`config.mk`:
```
export PLATFORM = sky130hd
export DESIGN_NAME = mem_arbiter
export DESIGN_NICKNAME = d
export VERILOG_FILES = /design/src/rtl/mem_arbiter_pkg.sv /design/src/rtl/mem_wait_counter.sv /design/src/rtl/mem_arbiter.sv
export SDC_FILE = /design/constraint.sdc
export NUM_CORES = 1
export LEC_CHECK = 0
export CAP_MARGIN = 20
export CELL_PAD_IN_SITES_DETAIL_PLACEMENT = 1
export CELL_PAD_IN_SITES_GLOBAL_PLACEMENT = 1
export CORE_AREA = 5 5 103 105
export DETAILED_ROUTE_END_ITERATION = 6
export DIE_AREA = 0 0 108 110
export GPL_ROUTABILITY_DRIVEN = 0
export PLACE_DENSITY_LB_ADDON = 0.1
export SKIP_LAST_GASP = 1
export SYNTH_ARGS = -nofsm -noshare
export SYNTH_HDL_FRONTEND = slang
export SYNTH_SLANG_ARGS = --single-unit
```
`constraint.sdc`:
```
create_clock -name clk -period 2.4 [get_ports clk]
set_clock_uncertainty 0.2 [all_clocks]
set_input_delay 0.24 -clock clk [delete_from_list [all_inputs] [get_ports clk]]
set_output_delay 0.24 -clock clk [all_outputs]
set_load 0.02 [all_outputs]
```
`src/rtl/mem_arbiter_pkg.sv`:
```
// Shared types for the memory arbiter: FSM states, client ids
// and SRAM byte-enable patterns.
package mem_arbiter_pkg;

   typedef enum logic [2:0] {
      ST_IDLE    = 3'b001,
      ST_ACCESS  = 3'b010,
      ST_RECOVER = 3'b100
   } state_t;

   typedef enum logic [1:0] {
      CL_NONE  = 2'd0,
      CL_FETCH = 2'd1,
      CL_LD    = 2'd2,
      CL_ST    = 2'd3
   } client_t;

   localparam logic [1:0] BE_WORD = 2'b11;
   localparam logic [1:0] BE_HI   = 2'b10;
   localparam logic [1:0] BE_LO   = 2'b01;

   // Big-endian: even byte address lives in the upper half of the word.
   function automatic logic [1:0] store_be(input logic is_byte,
                                           input logic a0);
      if (!is_byte)
         return BE_WORD;
      return a0 ? BE_LO : BE_HI;
   endfunction

endpackage

```
`src/rtl/mem_wait_counter.sv`:
```
// 4-bit load/decrement counter with a zero flag, used to
// stretch an SRAM access by the configured wait states.
module mem_wait_counter (
   input  logic       clk,
   input  logic       reset_n,
   input  logic       load,
   input  logic       dec,
   input  logic [3:0] din,
   output logic [3:0] cnt,
   output logic       zero
);

   always_ff @(posedge clk or negedge reset_n) begin
      if (!reset_n)
         cnt <= 4'd0;
      else if (load)
         cnt <= din;
      else if (dec && cnt != 4'd0)
         cnt <= cnt - 4'd1;
   end

   assign zero = (cnt == 4'd0);

endmodule

```
`src/rtl/mem_arbiter.sv`:
```
// Fixed-priority (store > load > fetch) arbiter onto one
// 16-bit synchronous SRAM port with programmable wait states.
module mem_arbiter #(
   parameter int WAIT_STATES = 1
) (
   input  logic        clk,
   input  logic        reset_n,
   input  logic        fetch_req,
   input  logic [15:0] fetch_addr,
   output logic        fetch_done,
   input  logic        ld_req,
   input  logic [15:0] ld_addr,
   output logic        ld_done,
   input  logic        st_req,
   input  logic [15:0] st_addr,
   input  logic [15:0] st_data,
   input  logic        st_byte,
   output logic        st_done,
   output logic [15:0] rd_data,
   output logic [14:0] sram_addr,
   output logic [15:0] sram_wdata,
   output logic [1:0]  sram_be,
   output logic        sram_ce,
   output logic        sram_we,
   input  logic [15:0] sram_rdata
);

   import mem_arbiter_pkg::*;

   localparam logic [3:0] WS = 4'(WAIT_STATES);

   state_t      state;
   state_t      state_nx;
   client_t     grant;
   client_t     owner;
   logic [14:0] g_addr;
   logic [15:0] g_wdata;
   logic [1:0]  g_be;
   logic        load;
   logic        dec;
   logic        fin;
   logic        zero;
   logic [3:0]  cnt;

   // Reads fetch whole words; the byte select is the client's job.
   logic unused_bits;
   assign unused_bits = ^{fetch_addr[0], ld_addr[0], cnt};

   always_comb begin
      grant   = CL_NONE;
      g_addr  = '0;
      g_wdata = '0;
      g_be    = BE_WORD;
      priority case (1'b1)
         st_req: begin
            grant   = CL_ST;
            g_addr  = st_addr[15:1];
            g_wdata = st_byte ? {st_data[7:0], st_data[7:0]}
                              : st_data;
            g_be    = store_be(st_byte, st_addr[0]);
         end
         ld_req: begin
            grant  = CL_LD;
            g_addr = ld_addr[15:1];
         end
         fetch_req: begin
            grant  = CL_FETCH;
            g_addr = fetch_addr[15:1];
         end
         default: grant = CL_NONE;
      endcase
   end

   always_comb begin
      state_nx = state;
      load     = 1'b0;
      dec      = 1'b0;
      fin      = 1'b0;
      case (state)
         ST_IDLE: begin
            if (grant != CL_NONE) begin
               load     = 1'b1;
               state_nx = ST_ACCESS;
            end
         end
         ST_ACCESS: begin
            if (zero) begin
               fin      = 1'b1;
               state_nx = ST_RECOVER;
            end else begin
               dec = 1'b1;
            end
         end
         // Requests are stale here: the client is still dropping its own.
         ST_RECOVER: state_nx = ST_IDLE;
         default:    state_nx = ST_IDLE;
      endcase
   end

   always_ff @(posedge clk or negedge reset_n) begin
      if (!reset_n)
         state <= ST_IDLE;
      else
         state <= state_nx;
   end

   mem_wait_counter u_wait (
      .clk     (clk),
      .reset_n (reset_n),
      .load    (load),
      .dec     (dec),
      .din     (WS),
      .cnt     (cnt),
      .zero    (zero)
   );

   always_ff @(posedge clk or negedge reset_n) begin
      if (!reset_n) begin
         owner      <= CL_NONE;
         sram_addr  <= '0;
         sram_wdata <= '0;
         sram_be    <= '0;
         sram_ce    <= 1'b0;
         sram_we    <= 1'b0;
         rd_data    <= '0;
         fetch_done <= 1'b0;
         ld_done    <= 1'b0;
         st_done    <= 1'b0;
      end else begin
         fetch_done <= 1'b0;
         ld_done    <= 1'b0;
         st_done    <= 1'b0;
         if (load) begin
            owner      <= grant;
            sram_addr  <= g_addr;
            sram_wdata <= g_wdata;
            sram_be    <= g_be;
            sram_ce    <= 1'b1;
            sram_we    <= (grant == CL_ST);
         end else if (fin) begin
            sram_addr  <= '0;
            sram_wdata <= '0;
            sram_be    <= '0;
            sram_ce    <= 1'b0;
            sram_we    <= 1'b0;
            if (owner != CL_ST)
               rd_data <= sram_rdata;
            fetch_done <= (owner == CL_FETCH);
            ld_done    <= (owner == CL_LD);
            st_done    <= (owner == CL_ST);
         end
      end
   end

endmodule

```
# --- Word level (Yosys, flattened, before mapping) ---
# Index checks and enable logic that the tools add are counted.
word_totals:
  register_bits: 63
  input_bits: 86
  out_inout_bits: 54
  word_cells: 71
classes:
  addsub: 1
  eq_ne: 9
  muxes: 40
  bitwise_logic: 1
  reduce_logical: 8
op_table:
  columns: ["operator", "n"]
  rows:
  - ["15-bit two-way mux", 5]
  - ["16-bit two-way mux", 4]
  - ["1-bit two-way mux", 18]
  - ["2-bit two-way mux", 8]
  - ["4-bit two-way mux", 2]
  - ["2-bit equality test, second input constant", 3]
  - ["3-bit two-way mux", 2]
  - ["3-bit one-hot mux with 2 select lines", 1]
  - ["2-bit nonzero test", 3]
  - ["4-bit zero test", 1]
  - ["2-bit inequality test, second input constant", 2]
  - ["4-bit nonzero test", 1]
  - ["4-bit by 1-bit subtractor with 4-bit output, second input constant", 1]
  - ["3-bit by 1-bit equality test with 1-bit output, second input constant", 1]
  - ["3-bit by 2-bit equality test with 1-bit output, second input constant", 1]
  - ["3-bit AND reduction", 1]
  - ["2-bit by 1-bit equality test with 1-bit output, second input constant", 1]
  - ["2-bit by 1-bit inequality test with 1-bit output, second input constant", 1]
  - ["2-bit AND reduction", 1]
  - ["1-bit logical AND", 1]
  - ["1-bit NOT", 1]

# --- Longest topological paths before layout ---
depth:
  depth_word: 8
  mapped_depth: 6
  ltp_nobuf: 5

# --- Modules after synthesis ---
# Synthesis repeated with hierarchy kept, for this count alone.
unflattened:
  hier_cells: 223
  area_unflattened_um2: 2876.5
modules_own_cells:
  columns: ["module", "instances", "cells_per_inst", "area_each_um2", "seq_area_each_um2"]
  rows:
  - ["mem_arbiter", 1, 196, 2623.8, 1477.7]
  - ["mem_wait_counter", 1, 27, 252.7, 100.1]

# --- Worst setup path after synthesis ---
# OpenSTA, ideal clock, no wires.
synth_timing:
  path_kind: "reg2reg"
  from: "register u_wait.cnt[0]"
  to: "register rd_data[10]"
  setup_time_ps: 128
  t_arrival_ps: 1610
  required_ps: 2072
  setup_slack_ps: 462
  path_stages_with_launch: 7
  n_path_buf: 1
  period_less_slack_ps: 1938
  path_cell_list: "dfrtp_1 inv_1 ha_1 nor3b_2 nand3_4 buf_6 mux2_1"
synth_via:
  elab_chain_cells: 4
synth_rtl:
  columns: ["element", "line", "source"]
  rows:
  - ["start: declaration", "mem_wait_counter.sv:9", "output logic [3:0] cnt,"]
  - ["start signal: assignment", "mem_wait_counter.sv:17", "cnt <= din;"]
  - ["start signal: assignment", "mem_wait_counter.sv:19", "cnt <= cnt - 4'd1;"]
  - ["4-bit zero test", "mem_wait_counter.sv:22", "assign zero = (cnt == 4'd0);"]
  - ["1-bit two-way mux", "mem_arbiter.sv:87", "if (zero) begin"]
  - ["1-bit two-way mux", "mem_arbiter.sv:79", "case (state)"]
  - ["3-bit AND reduction (no source line)", null, null]
  - ["end signal: assignment", "mem_arbiter.sv:147", "rd_data <= sram_rdata;"]
  - ["end: declaration", "mem_arbiter.sv:19", "output logic [15:0] rd_data,"]
# Every way passes these cells.
# A chain may end at the register's enable or synchronous reset.

# --- Final worst setup path ---
layout_timing:
  from: "register u_wait.cnt[0]"
  to: "register u_wait.cnt[0]"
layout_via:
  elab_chain_cells: 5
  elab_cells_between_ends: 9
  cone_classes: "add/sub: 1; mux: 4; reduce/logical: 4"
layout_rtl:
  columns: ["element"]
  rows:
  - ["parallel branches: the longest is 5 deep, another holds 4-bit by 1-bit subtractor with 4-bit output"]
# Several ways; the timed one is not identified. The select of a mux whose other input is x is not followed.

==> impl_results.md <==
- Post-Syn Area: 2883 um^2
- First-pass GRT wire length: 14,030 um
- Seq/Total Area, Yosys: 54.73%
- CTS Sinks: 63
- Syn Area/Cell: 13.22 um^2
- Die Footprint: 11,880 um^2
- GR met1 Demand/Resource: 17.56%
- Power Internal: 3.525 mW
- CP Capture Type: flop
- Detailed Routing Iterations Pass 1: 4
- Worst path arrival time: 2.02 ns
- Ports: 140
- Postcts setup bufs: 0
- CP peak stage delay: 0.52 ns
- EDFF count, synth: 0
- DP HPWL: 6457 um
- Floorplan core area: 9549 um^2
- Cell chain of the critical path: inv_1, ha_1, or3b_2, a22oi_1, a21oi_1
- Combinational power share: 48.5%
- Final Slew Violations: 0
- Max_cap viols: 0
- Share of layout cells above drive strength 1: 14.48%
- CTS tree: built
- Root buf cell: clkbuf_8
- DRT iter0 DRCs: 72
- Fmax: 0.4982 GHz
- CTS H-Tree Depth: 3
- Pin count of the biggest net entering global routing: 52
- Hold Buf Count CTS: 1
- Pwr/cell area: 1204 nW/um^2
- TritonCTS buffer count: 9
- Finished Cell Area: 4643 um^2
- Via density: 4.924
- Syn Inst Count: 218
- Top FF cell, synth: dfrtp_1
- Die span in x: 108 um
- Sequential share of power: 32.5%
- Actual slew at the worst max-slew pin: 0.5576 ns
- Total number of vias: 2,457
- Vias in the first global route: 2,708
- Yosys reg bits: 63
- Share of flip-flops with an asynchronous set or reset: 100.0%
- Hold path depth: 4
- Syn nets: 306
- Leakage power: 1.862 nW
- # setup viols final: 0
- M2 GR Usage: 26.33%
- Switching power: 2.065 mW
- Fin. Hold Viols: 0
- Total track usage: 15.28%
- Hold WC Path Type: in2reg
- Diodes inserted: 0
- RSZ-0062 raised after global routing: no
- Crit-path slowest cell: or3b_2
- Worst-path clk slew: 0.07 ns
- Die Y: 110 um
- Final ANT Viol Nets: 0
- Post-cts sizing count: 0
- Initial core utilization: 30.19%
- Worst slew margin: 62.75%
- Fill cells: 1,042
- Gr busiest metal: met2
- Initial antenna violation count: 0
- CP startpoint kind: flop
- Total length of routed wires: 8941 um
- GR Overflow Total: 0
- Peak supply drop: 0.5135 mV
- Outcome: finished clean
- Layout Nets: 449
- Num rows: 36
- Clk pwr share: 19.0%
- Share of the clock period used by the worst path: 83.63%
- Post-synth cell types: 38
- Reg2reg path depth: 5
- Placement Cell Area: 4403 um^2
- Fin Setup TNS: 0 ns
- Yosys warning count: 0
- Crit path kind: reg2reg
- Area Overhead vs Synth: 61.07%
- Sw frac: 36.95%
- Fin crit period: 2.007 ns
- DRC Markers: 0
- Worst path required time: 2.41 ns
- Met3 Usage GRT: 5.533%
- Hold_ws: 0.1522 ns
- Clock buffer depth: 2
- Wire length per cell: 17.92 um
- Clk_lat worst skew: 0.33 ns
- IO Port Bufs: 137
- CP max FO: 4
per-stage QoR:
step | cells | total power [mW] | util, % | setup WS [ns]
after floorplan | 218 | 3.317 | - | 0.4624
after global placement | 481 | 4.534 | 45.99 | -0.06028
after detailed placement | 482 | 4.588 | 46.11 | 0.2615
after CTS | 499 | 5.685 | 48.62 | 0.3762
after global routing | 499 | 5.928 | 48.62 | 0.2711
final | 499 | 5.591 | 48.62 | 0.3928
synthesized netlist by cell type, drive strengths merged (5+ instances only):
cell,number,share of area (%)
nor2,5,0.65
nor3b,5,2.3
mux2,24,9.4
nand2,5,0.65
o21ai,5,0.87
inv,5,0.65
a221o,15,5.2
a32o,31,11
clkbuf,6,0.78
buf,11,2.9
nand2b,15,3.3
dfrtp,62,54
kinds of logic after synthesis:
| kind of cell | after synthesis | synth area share, % |
|---|---|---|
| adders and majority gates | 2 | 0.8679 |
| buffers and inverters | 22 | 4.340 |
| muxes | 25 | 9.722 |
| DFF | 63 | 54.73 |
| AOI/OAI and AO/OA | 63 | 20.05 |
| and+or+nand+nor | 43 | 10.29 |
worst paths after layout:
check | start | endpoint | slack (ns)
hold reg to reg | sram_wdata[0] | sram_wdata[0] | 0.29
min in group asynchronous | reset_n | sram_addr[9] | 0.22
hold / removal | st_req | state[1] | 0.15
setup / recovery | u_wait.cnt[0] | u_wait.cnt[0] | 0.39
max in group asynchronous | reset_n | sram_addr[0] | 1.22
setup reg to reg | u_wait.cnt[0] | u_wait.cnt[0] | 0.39
state kept, by name, summed over array words and instances, names as in the netlist, 2 cells and up:
signal      flops
owner           2
rd_data        16
sram_addr      15
sram_be         2
sram_wdata     16
state           3
u_wait.cnt      4
critical path, delay by kind of cell, from the launching register on:
kind,cells,cell delay (ns)
adders and majority gates,1,0.22
AOI/OAI and AO/OA,2,0.43
buffers and inverters,1,0.13
and+or+nand+nor,1,0.52
DFF,1,0.40
cell usage in the layout (no fill, tap or decap), types with 2 or more instances in the layout:
cell type        instances
inv_1                    5
clkdlybuf4s50_1        135
a221o_1                 15
mux2_1                  10
clkbuf_8                10
dfrtp_1                 62
nor2b_1                  2
o21ai_0                  5
buf_2                    2
nand3_1                  3
nor2_1                   5
nor3b_1                  2
a32o_1                  31
mux2_2                  14
clkinvlp_4               2
bufinv_16                2
nand2_1                  5
nor3b_4                  2
ha_1                     2
nor3_1                   2
buf_4                    9
a21oi_1                  4
nand2b_1                15
area by class of cell:
type,count,area [um^2],share of cell area (%)
repair buffers,149,1470,31.66
multi-input cells,133,1180,25.41
flip-flops and latches,63,1578,33.98
well taps,133,166.4,3.584
clock buffers,10,137.6,2.964
clock inverters,6,92.59,1.994
inverters,5,18.77,0.4042
power by group through the flow:
stage | sequential (mW) | clock [mW] | combinational, mW
final | 1.82 | 1.06 | 2.71
after detailed placement | 1.84 | 0 | 2.74
after global routing | 1.89 | 1.14 | 2.90
after global placement | 1.82 | 0 | 2.72
after CTS | 1.83 | 1.10 | 2.76
after floorplan | 2.31 | 0 | 1.01
metal layers:
layer | vias to the layer above | share of wire (%)
met5 | - | 0
met4 | 0 | 1.3
met3 | 8 | 7.8
met2 | 82 | 50
met1 | 1237 | 41
li1 | 1130 | -
Note: power is estimated with default switching activity, not from simulation.
